===== src/rtl/clk_div_pkg.sv =====
// Shared constants, types and helpers for the programmable clock divider bank.
package clk_div_pkg;

  localparam int unsigned DIV_MIN    = 32'd2;
  localparam int unsigned DFLT_CNT_W = 32'd20;
  localparam int unsigned DFLT_DIV   = 32'd100_000;

  // Per-channel registered outputs, bundled for the bank-level fan-in.
  typedef struct packed {
    logic pend;
    logic tick;
    logic clk_out;
  } ch_stat_t;

  // Divisors of 0 or 1 would make the terminal count unreachable or degenerate.
  function automatic logic [31:0] clamp_div(input logic [31:0] v);
    logic [31:0] r;
    if (v < DIV_MIN) begin
      r = DIV_MIN;
    end else begin
      r = v;
    end
    return r;
  endfunction

  // Channel index width, at least one bit even for a single-channel bank.
  function automatic int unsigned ch_idx_w(input int unsigned n);
    int unsigned r;
    if (n > 32'd1) begin
      r = $clog2(n);
    end else begin
      r = 32'd1;
    end
    return r;
  endfunction

endpackage


===== src/rtl/clk_div_bank_if.sv =====
// Control/status bundle between the divider bank and its host logic.
interface clk_div_bank_if
  import clk_div_pkg::*;
#(
  parameter int unsigned N_CH  = 2,
  parameter int unsigned CNT_W = DFLT_CNT_W
);

  localparam int unsigned CH_W = ch_idx_w(N_CH);

  logic [N_CH-1:0]  en;
  logic             sync;
  logic             wr;
  logic [CH_W-1:0]  wr_ch;
  logic [CNT_W-1:0] wr_div;
  logic [N_CH-1:0]  pend;
  logic [N_CH-1:0]  tick;
  logic [N_CH-1:0]  clk_out;

  modport master (
    output en, sync, wr, wr_ch, wr_div,
    input  pend, tick, clk_out
  );

  modport slave (
    input  en, sync, wr, wr_ch, wr_div,
    output pend, tick, clk_out
  );

endinterface


===== src/rtl/clk_div_ch.sv =====
// One divider channel: period counter, shadow divisor with boundary-only reload,
// and the registered tick / divided-clock outputs.
module clk_div_ch
  import clk_div_pkg::*;
#(
  parameter int unsigned CNT_W   = DFLT_CNT_W,
  parameter int unsigned DEF_DIV = DFLT_DIV
) (
  input  logic             clk,
  input  logic             rst_n,
  input  logic             en,
  input  logic             sync,
  input  logic             wr,
  input  logic [CNT_W-1:0] wr_div,
  output ch_stat_t         stat
);

  localparam logic [CNT_W-1:0] DEF_DIV_V = CNT_W'(DEF_DIV);
  localparam logic [CNT_W-1:0] ONE_V     = CNT_W'(1);
  localparam logic [CNT_W-1:0] ZERO_V    = CNT_W'(0);

  logic [CNT_W-1:0] cnt_r;
  logic [CNT_W-1:0] div_r;
  logic [CNT_W-1:0] div_pend_r;
  logic             pend_r;
  logic             tick_r;
  logic             clk_out_r;

  logic [CNT_W-1:0] cnt_nxt_s;
  logic [CNT_W-1:0] div_nxt_s;
  logic [CNT_W-1:0] div_pend_nxt_s;
  logic             pend_nxt_s;
  logic             tc_s;
  logic             restart_s;
  logic             boundary_s;

  // Next-state: counter wrap/restart and divisor reload at period boundaries.
  always_comb begin
    tc_s           = en && (cnt_r == (div_r - ONE_V));
    restart_s      = en && (tc_s || sync);
    // A stopped channel has no phase to protect, so reloads land immediately.
    boundary_s     = restart_s || !en;
    cnt_nxt_s      = ZERO_V;
    div_nxt_s      = div_r;
    div_pend_nxt_s = div_pend_r;
    pend_nxt_s     = pend_r;

    if (en && !restart_s) begin
      cnt_nxt_s = cnt_r + ONE_V;
    end else begin
      cnt_nxt_s = ZERO_V;
    end

    if (wr) begin
      div_pend_nxt_s = wr_div;
      if (boundary_s) begin
        div_nxt_s  = wr_div;
        pend_nxt_s = 1'b0;
      end else begin
        pend_nxt_s = 1'b1;
      end
    end else if (boundary_s && pend_r) begin
      div_nxt_s  = div_pend_r;
      pend_nxt_s = 1'b0;
    end else begin
      pend_nxt_s = pend_r;
    end
  end

  // State and output registers; the high phase is the first div/2 counts of a period.
  always_ff @(posedge clk or negedge rst_n) begin
    if (!rst_n) begin
      cnt_r      <= ZERO_V;
      div_r      <= DEF_DIV_V;
      div_pend_r <= DEF_DIV_V;
      pend_r     <= 1'b0;
      tick_r     <= 1'b0;
      clk_out_r  <= 1'b0;
    end else begin
      cnt_r      <= cnt_nxt_s;
      div_r      <= div_nxt_s;
      div_pend_r <= div_pend_nxt_s;
      pend_r     <= pend_nxt_s;
      tick_r     <= restart_s;
      clk_out_r  <= en && (cnt_nxt_s < (div_nxt_s >> 1'b1));
    end
  end

  assign stat.pend    = pend_r;
  assign stat.tick    = tick_r;
  assign stat.clk_out = clk_out_r;

endmodule


===== src/rtl/clk_div_bank.sv =====
// Bank of N_CH programmable dividers off the 100 MHz board clock, with a
// shared divisor write port and a global re-phase pulse.
module clk_div_bank
  import clk_div_pkg::*;
#(
  parameter int unsigned N_CH    = 2,
  parameter int unsigned CNT_W   = DFLT_CNT_W,
  parameter int unsigned DEF_DIV = DFLT_DIV
) (
  input  logic           CLK100MHZ,
  input  logic           CPU_RESETN,
  clk_div_bank_if.slave  bus
);

  localparam int unsigned CH_W = ch_idx_w(N_CH);

  logic [CNT_W-1:0] wr_div_s;
  logic [N_CH-1:0]  wr_sel_s;
  logic [N_CH-1:0]  pend_s;
  logic [N_CH-1:0]  tick_s;
  logic [N_CH-1:0]  clk_out_s;
  ch_stat_t         stat_s [N_CH];

  // Clamp once for all channels; indices beyond N_CH-1 select nothing.
  always_comb begin
    wr_div_s = CNT_W'(clamp_div(32'(bus.wr_div)));
    wr_sel_s = {N_CH{1'b0}};
    for (int i = 0; i < N_CH; i++) begin
      wr_sel_s[i] = bus.wr && (bus.wr_ch == CH_W'(i));
    end
  end

  for (genvar g = 0; g < N_CH; g++) begin : g_ch
    clk_div_ch #(
      .CNT_W   (CNT_W),
      .DEF_DIV (DEF_DIV)
    ) u_ch (
      .clk    (CLK100MHZ),
      .rst_n  (CPU_RESETN),
      .en     (bus.en[g]),
      .sync   (bus.sync),
      .wr     (wr_sel_s[g]),
      .wr_div (wr_div_s),
      .stat   (stat_s[g])
    );
  end

  // Gather per-channel status into the bus vectors.
  always_comb begin
    pend_s    = {N_CH{1'b0}};
    tick_s    = {N_CH{1'b0}};
    clk_out_s = {N_CH{1'b0}};
    for (int i = 0; i < N_CH; i++) begin
      pend_s[i]    = stat_s[i].pend;
      tick_s[i]    = stat_s[i].tick;
      clk_out_s[i] = stat_s[i].clk_out;
    end
  end

  assign bus.pend    = pend_s;
  assign bus.tick    = tick_s;
  assign bus.clk_out = clk_out_s;

endmodule


===== src/flat_wrapper.sv =====
// flat-port wrapper written by rule: the top's interface ports become plain ports
module clk_div_bank_flat import clk_div_pkg::*;
#(
  parameter int unsigned N_CH    = 2,
  parameter int unsigned CNT_W   = DFLT_CNT_W,
  parameter int unsigned DEF_DIV = DFLT_DIV
)
  (CLK100MHZ, CPU_RESETN, bus_en, bus_sync, bus_wr, bus_wr_ch, bus_wr_div, bus_pend, bus_tick, bus_clk_out);
  clk_div_bank_if #(.N_CH(N_CH), .CNT_W(CNT_W)) bus_i ();
  input  logic CLK100MHZ;
  input  logic CPU_RESETN;
  input wire logic [$bits(bus_i.en)-1:0] bus_en;
  input wire logic [$bits(bus_i.sync)-1:0] bus_sync;
  input wire logic [$bits(bus_i.wr)-1:0] bus_wr;
  input wire logic [$bits(bus_i.wr_ch)-1:0] bus_wr_ch;
  input wire logic [$bits(bus_i.wr_div)-1:0] bus_wr_div;
  output wire logic [$bits(bus_i.pend)-1:0] bus_pend;
  output wire logic [$bits(bus_i.tick)-1:0] bus_tick;
  output wire logic [$bits(bus_i.clk_out)-1:0] bus_clk_out;
  assign bus_i.en = bus_en;
  assign bus_i.sync = bus_sync;
  assign bus_i.wr = bus_wr;
  assign bus_i.wr_ch = bus_wr_ch;
  assign bus_i.wr_div = bus_wr_div;
  assign bus_pend = bus_i.pend;
  assign bus_tick = bus_i.tick;
  assign bus_clk_out = bus_i.clk_out;
  clk_div_bank #(.N_CH(N_CH), .CNT_W(CNT_W), .DEF_DIV(DEF_DIV)) u_core (.CLK100MHZ(CLK100MHZ), .CPU_RESETN(CPU_RESETN), .bus(bus_i));
endmodule

===== config.mk =====
export PLATFORM = sky130hd
export DESIGN_NAME = clk_div_bank_flat
export DESIGN_NICKNAME = d
export VERILOG_FILES = /design/src/rtl/clk_div_pkg.sv /design/src/rtl/clk_div_bank_if.sv /design/src/rtl/clk_div_ch.sv /design/src/rtl/clk_div_bank.sv /design/src/flat_wrapper.sv
export SDC_FILE = /design/constraint.sdc
export NUM_CORES = 1
export LEC_CHECK = 0
export ABC_AREA = 1
export BUFFER_PORTS_ARGS = -buffer_cell sky130_fd_sc_hd__buf_4
export CORE_ASPECT_RATIO = 1.2
export CORE_MARGIN = 4
export CORE_UTILIZATION = 47
export DETAILED_ROUTE_END_ITERATION = 10
export PLACE_DENSITY_LB_ADDON = 0.2
export SYNTH_ARGS = -nofsm -noshare
export SYNTH_HDL_FRONTEND = slang
export SYNTH_SLANG_ARGS = --single-unit

===== constraint.sdc =====
create_clock -name CLK100MHZ -period 4.6 [get_ports CLK100MHZ]
set_input_delay 1.38 -clock CLK100MHZ [delete_from_list [all_inputs] [get_ports CLK100MHZ]]
set_output_delay 1.38 -clock CLK100MHZ [all_outputs]
set_load 0.005 [all_outputs]

* Word-level counts from Yosys, hierarchy flattened
Index checks and enable logic that the tools add are counted.
Operators by class: mux-type cells 15, eq/ne operators 4, $lt $le $gt $ge 3, add/sub/neg operators 4, reductions and logical operators 24, bitwise operators 1
Operator list (count):
- $mux 20 | 9
- $add 20x1->20 const B | 2
- $eq 20x20->1 | 2
- $lt 20x19->1 | 2
- $sub 20x1->20 const B | 2
- $lt 20x2->1 const B | 1
- $logic_and 1x1->1 | 12
- $mux 1 | 6
- $logic_not 1->1 | 4
- $logic_or 1x1->1 | 4
- $ne 2x1->1 const B | 2
- $reduce_and 2->1 | 2
- $reduce_bool 2->1 | 2
- $not 1->1 | 1
Word-level totals: output and inout port bits 6, input port bits 27, register bits 126, word-level logic and storage cells 65

* Logic depth before layout (Yosys ltp)
depth in word-level cells 11, mapped depth 29

* Modules after synthesis
Synthesis repeated with hierarchy kept, for this count alone.
Second synthesis, totals: cell total of the unflattened synthesis 1243, area total of the unflattened synthesis 8888.5 um2
By module, submodules not included:
- clk_div_ch | instances 2, area each 4360.4 um2, cells an instance 600, seq. area each 1591.5 um2
- clk_div_bank | instances 1, area each 167.7 um2, cells an instance 43, seq. area each 0.0 um2

* Least setup slack after synthesis
OpenSTA, ideal clock, no wires.
path type input to register, start point in bus_en[1], end point reg u_core.g_ch[1].u_ch.clk_out_r, path slack 1039 ps, stages 19, buffers on the path 2, arrival time 3437 ps, data required time 4476 ps, setup time 124 ps, cells stage by stage nand2_1 > nor3_1 > nand3_1 > nor2_1 > nand3_1 > nor2_1 > nand3_2 > nand3_4 > buf_6 > nand2_4 > buf_6 > o221ai_2 > inv_1 > ha_1 > nand2_1 > nor2_1 > nand4_1 > nor3_1 > a21oi_1
On the way: cells in the longest elaborated chain, start to end 9
Ends and longest elaborated chain:
- start, declared | line flat_wrapper.sv:12 | input wire logic [$bits(bus_i.en)-1:0] bus_en;
- $logic_and 1x1->1 | line clk_div_ch.sv:39 | tc_s = en && (cnt_r == (div_r - ONE_V));
- $logic_or 1x1->1 | line clk_div_ch.sv:40 | restart_s = en && (tc_s || sync);
- $logic_and 1x1->1 | line clk_div_ch.sv:40
- $logic_or 1x1->1 * | line clk_div_ch.sv:42 | boundary_s = restart_s || !en;
- $logic_and 1x1->1 | line clk_div_ch.sv:62 | end else if (boundary_s && pend_r) begin
- $mux 20 | line clk_div_ch.sv:62
- $mux 20 * | line clk_div_ch.sv:54 | if (wr) begin
- via u_core.g_ch[1].u_ch.div_nxt_s[12] | line clk_div_ch.sv:30 | logic [CNT_W-1:0] div_nxt_s;
- $lt 20x19->1 * | line clk_div_ch.sv:85 | clk_out_r <= en && (cnt_nxt_s < (div_nxt_s >> 1'b1));
- $logic_and 1x1->1 * | line clk_div_ch.sv:85
- end signal, assigned | line clk_div_ch.sv:85
- end, declared | line clk_div_ch.sv:27 | logic clk_out_r;
The timed path passes the listed nets; every way through them passes the cells marked *. The select of a mux whose other input is x is not followed. A chain may end at the register's enable or synchronous reset.

* Worst setup path in the final report
start point reg u_core.g_ch[0].u_ch.div_r[0], end point reg u_core.g_ch[0].u_ch.clk_out_r
On the way: cells in the longest elaborated chain, start to end 11
Ends and longest elaborated chain:
- start, declared | line clk_div_ch.sv:23 | logic [CNT_W-1:0] div_r;
- start signal, assigned | line clk_div_ch.sv:81 | div_r <= div_nxt_s;
- $sub 20x1->20 * | line clk_div_ch.sv:39
- $eq 20x20->1 * | line clk_div_ch.sv:39
- $logic_and 1x1->1 * | line clk_div_ch.sv:39
- $logic_or 1x1->1 * | line clk_div_ch.sv:40
- $logic_and 1x1->1 * | line clk_div_ch.sv:40
- $logic_or 1x1->1 * | line clk_div_ch.sv:42
- $logic_and 1x1->1 | line clk_div_ch.sv:62
- $mux 20 | line clk_div_ch.sv:62
- $mux 20 * | line clk_div_ch.sv:54
- via u_core.g_ch[0].u_ch.div_nxt_s[6] | line clk_div_ch.sv:30
- $lt 20x19->1 * | line clk_div_ch.sv:85
- $logic_and 1x1->1 * | line clk_div_ch.sv:85
- end signal, assigned | line clk_div_ch.sv:85
- end, declared | line clk_div_ch.sv:27
Marks and branches as above.

==> results.ini <==
[global_routing]
grt_pass1_vias=7036
top_usage_layer=met2
grt_pass1_wl_um=34600
grt_util_all_layers_pct=21.7
met2_usage_pct=38.5
met3_usage_pct=3.78
grt_start_max_net_pins=67
grt_use_met1_pct=26.6
antenna_found_initial=0
grt_overflow=0

[timing]
slew-limit-headroom_pct=42.6
fin_ws_ps=623
rsz0062_at_grt=false
setup_tns_ps=0
max_freq_mhz=251
fin_hold_ws_ps=481
final.period_utilization_pct=86.5
hold_viol=0
max_slew.worst_pin.slew_ps=861
setup_viol=0
slew_viol_final=0
clock_skew_ps=6.41
period_needed_ps=3980

[detailed_routing]
drc=0
drt-vias-per-instance=5.11
wl_per_cell_um=15.0
antenna_left=0
wirelength_um=20800
first_pass_iters=6
vias=7071
drt_iter0_markers=386

[cells_and_area]
area_delta_synth_final_pct=11.8
fillers=1730
fin_area_mm2=0.00946
drive_above_1_share_pct=14.9
nets=1217

[clock_tree]
cts_tree=yes
h-tree-depth=4
cts_hold_buf=0
clkTransAtPathRegs_ps=60
insertion_delay_ps=420
cts_buffers=17
cts.sinks=126
cts_setup_buffers=0
clockRootBuffer=clkbuf_16
cts.repair.resized=0
clk_path_buf_depth=2

[power_and_ir_drop]
power_leakage_nw=4.67
powerDensity_mw_per_mm2=376
power_mw=3.55
vdd_ir_drop_max_v=0.000251

[status]
status=completed

[placement]
place_congestion=0.956
post_dp_cell_area_mm2=0.00888
pre_cts_ws_ps=435
dp_hpwl_um=16500
portBuffers=32

[synth]
synth_cells=1119
yosys_warnings=0
ys_seq_area_share_pct=37.6
synth.net_count=1186
synth_seq_cells=126
syn_area_mm2=0.00846
synth.distinct_cells=49
syn_area_per_cell_um2=7.56

[critical_path]
worstSetupStartpointType=register
worstPathMaxFanout=17
end_kind=register
path_class=register to register
r2r_cells=24
cp_data_required_time_ps=4940
worstPathArrival_ps=4320
r2r_slack_ps=620

[die]
io_pins=33
core_area_mm2=0.0176
start_util_pct=48.2
die_w_um=130
rows=53
dieArea_mm2=0.0202
die_h_um=155

[hold_path]
hold_path_depth=2
min_path_type=register to register

[run]
maxCapViolCount=0

-- cells in the final DEF (no fill, tap or decap), types with 16 or more instances in the layout --
master     netlist  routed
dfstp_2         24      24
ha_1            40      40
xnor2_1         26      26
dfrtp_1        102     102
nand4_1         16      16
clkbuf_16        0      17
buf_4            8      43
nand2_1        207     207
o21bai_1        18      18
nor2_1         136     135
o21ai_0         73      73
inv_1          186     186
o22ai_1         26      26
a21oi_1         36      36
nand3_1         27      27
nor3_1          19      19
xor2_1          40      40
-- critical path: stages, from the launching register on --
cell	delay, ps
dfrtp_1	380
inv_1	100
ha_1	230
nand2_1	80
nor2_1	200
nand2_1	130
nor2_1	250
nand4_1	140
nand2_1	100
nand2_1	50
nor2_1	170
nand3_2	140
nand3_4	120
nand2_2	80
inv_1	350
o21ai_0	130
nand2_1	90
inv_1	50
ha_1	280
a21oi_1	160
nor2_1	60
a211oi_1	200
o221a_2	220
o21ai_1	60
a21oi_1	120
-- registers in the layout, indices dropped and copies added (netlist names) --
signal and count:
u_core.g_ch.u_ch.div_pend_r 40, u_core.g_ch.u_ch.cnt_r 40, u_core.g_ch.u_ch.pend_r 2, u_core.g_ch.u_ch.div_r 40
u_core.g_ch.u_ch.tick_r 2, u_core.g_ch.u_ch.clk_out_r 2
-- cell type report --
class | count | area [µm²] | area share [%]
Antenna cell | 1 | 2.50 | 0.0265
Clock buffer | 25 | 526 | 5.55
Clock inverter | 6 | 55.1 | 0.582
Inverter | 205 | 773 | 8.17
Multi-Input combinational cell | 757 | 4320 | 45.7
Sequential cell | 126 | 3180 | 33.6
Tap cell | 220 | 275 | 2.91
Timing Repair Buffer | 43 | 323 | 3.41
-- per-stage QoR --
stage,cells,utilization [%]
after floorplan,1119,-
after global placement,1351,50.5
after detailed placement,1351,50.5
after CTS,1382,53.8
after global routing,1382,53.8
final,1383,53.8
-- Yosys cell counts, drive strengths merged --
cell,number,area (µm²)
nand3b,6,45.0
nor4,8,50.1
clkinv,3,12.5
nor3,20,105
a21o,2,15.0
nor2,148,601
dfstp,24,631
nand3,34,220
buf,15,123
nor3b,2,15.0
o22ai,30,213
clkbuf,16,62.6
o21bai,18,135
xor2,40,350
o211ai,1,7.51
inv,202,761
o221a,2,22.5
o221ai,7,98.9
nand2,222,886
nand4,16,100
dfrtp,102,2550
and3,2,12.5
ha,40,500
o21a,1,7.51
a21oi,46,268
or2,2,12.5
xnor2,26,228
a211oi,2,15.0
a31oi,2,12.5
o21ai,80,400
-- power breakdown --
group	leakage, nW	internal, mW	switching (mW)
clock	0.295	0.836	0.478
combinational	2.81	0.317	0.529
sequential	1.56	1.27	0.128
-- path summary, 6_finish.rpt --
check                                                  startpoint                                 to
worst max-delay path                 u_core.g_ch[0].u_ch.div_r[0]      u_core.g_ch[0].u_ch.clk_out_r
worst min-delay path            u_core.g_ch[0].u_ch.div_pend_r[5]  u_core.g_ch[0].u_ch.div_pend_r[5]
worst max register to register       u_core.g_ch[0].u_ch.div_r[0]      u_core.g_ch[0].u_ch.clk_out_r
worst min register to register  u_core.g_ch[0].u_ch.div_pend_r[5]  u_core.g_ch[0].u_ch.div_pend_r[5]
max in group asynchronous                              CPU_RESETN       u_core.g_ch[1].u_ch.div_r[7]
min in group asynchronous                              CPU_RESETN       u_core.g_ch[0].u_ch.cnt_r[2]
-- kinds of logic (layout without fill, tap and decap cells) --
group                      count (synthesis)  count (layout)  share of synthesized area [%]
and+or+nand+nor                          460             460                           24.2
adders and majority gates                 40              40                           5.91
DFF                                      126             126                           37.6
AOI/OAI and AO/OA                        191             191                           14.1
xor gates and xnor gates                  66              66                           6.83
other                                      0               1                              0
buffers and inverters                    236             279                           11.3
-- per-layer routing --
metal,share of wire (%),wire [µm]
met5,0,0
met4,2.2,461
met3,2.7,569
met2,51,10700
met1,44,9060
Note: power is estimated with default switching activity, not from simulation.
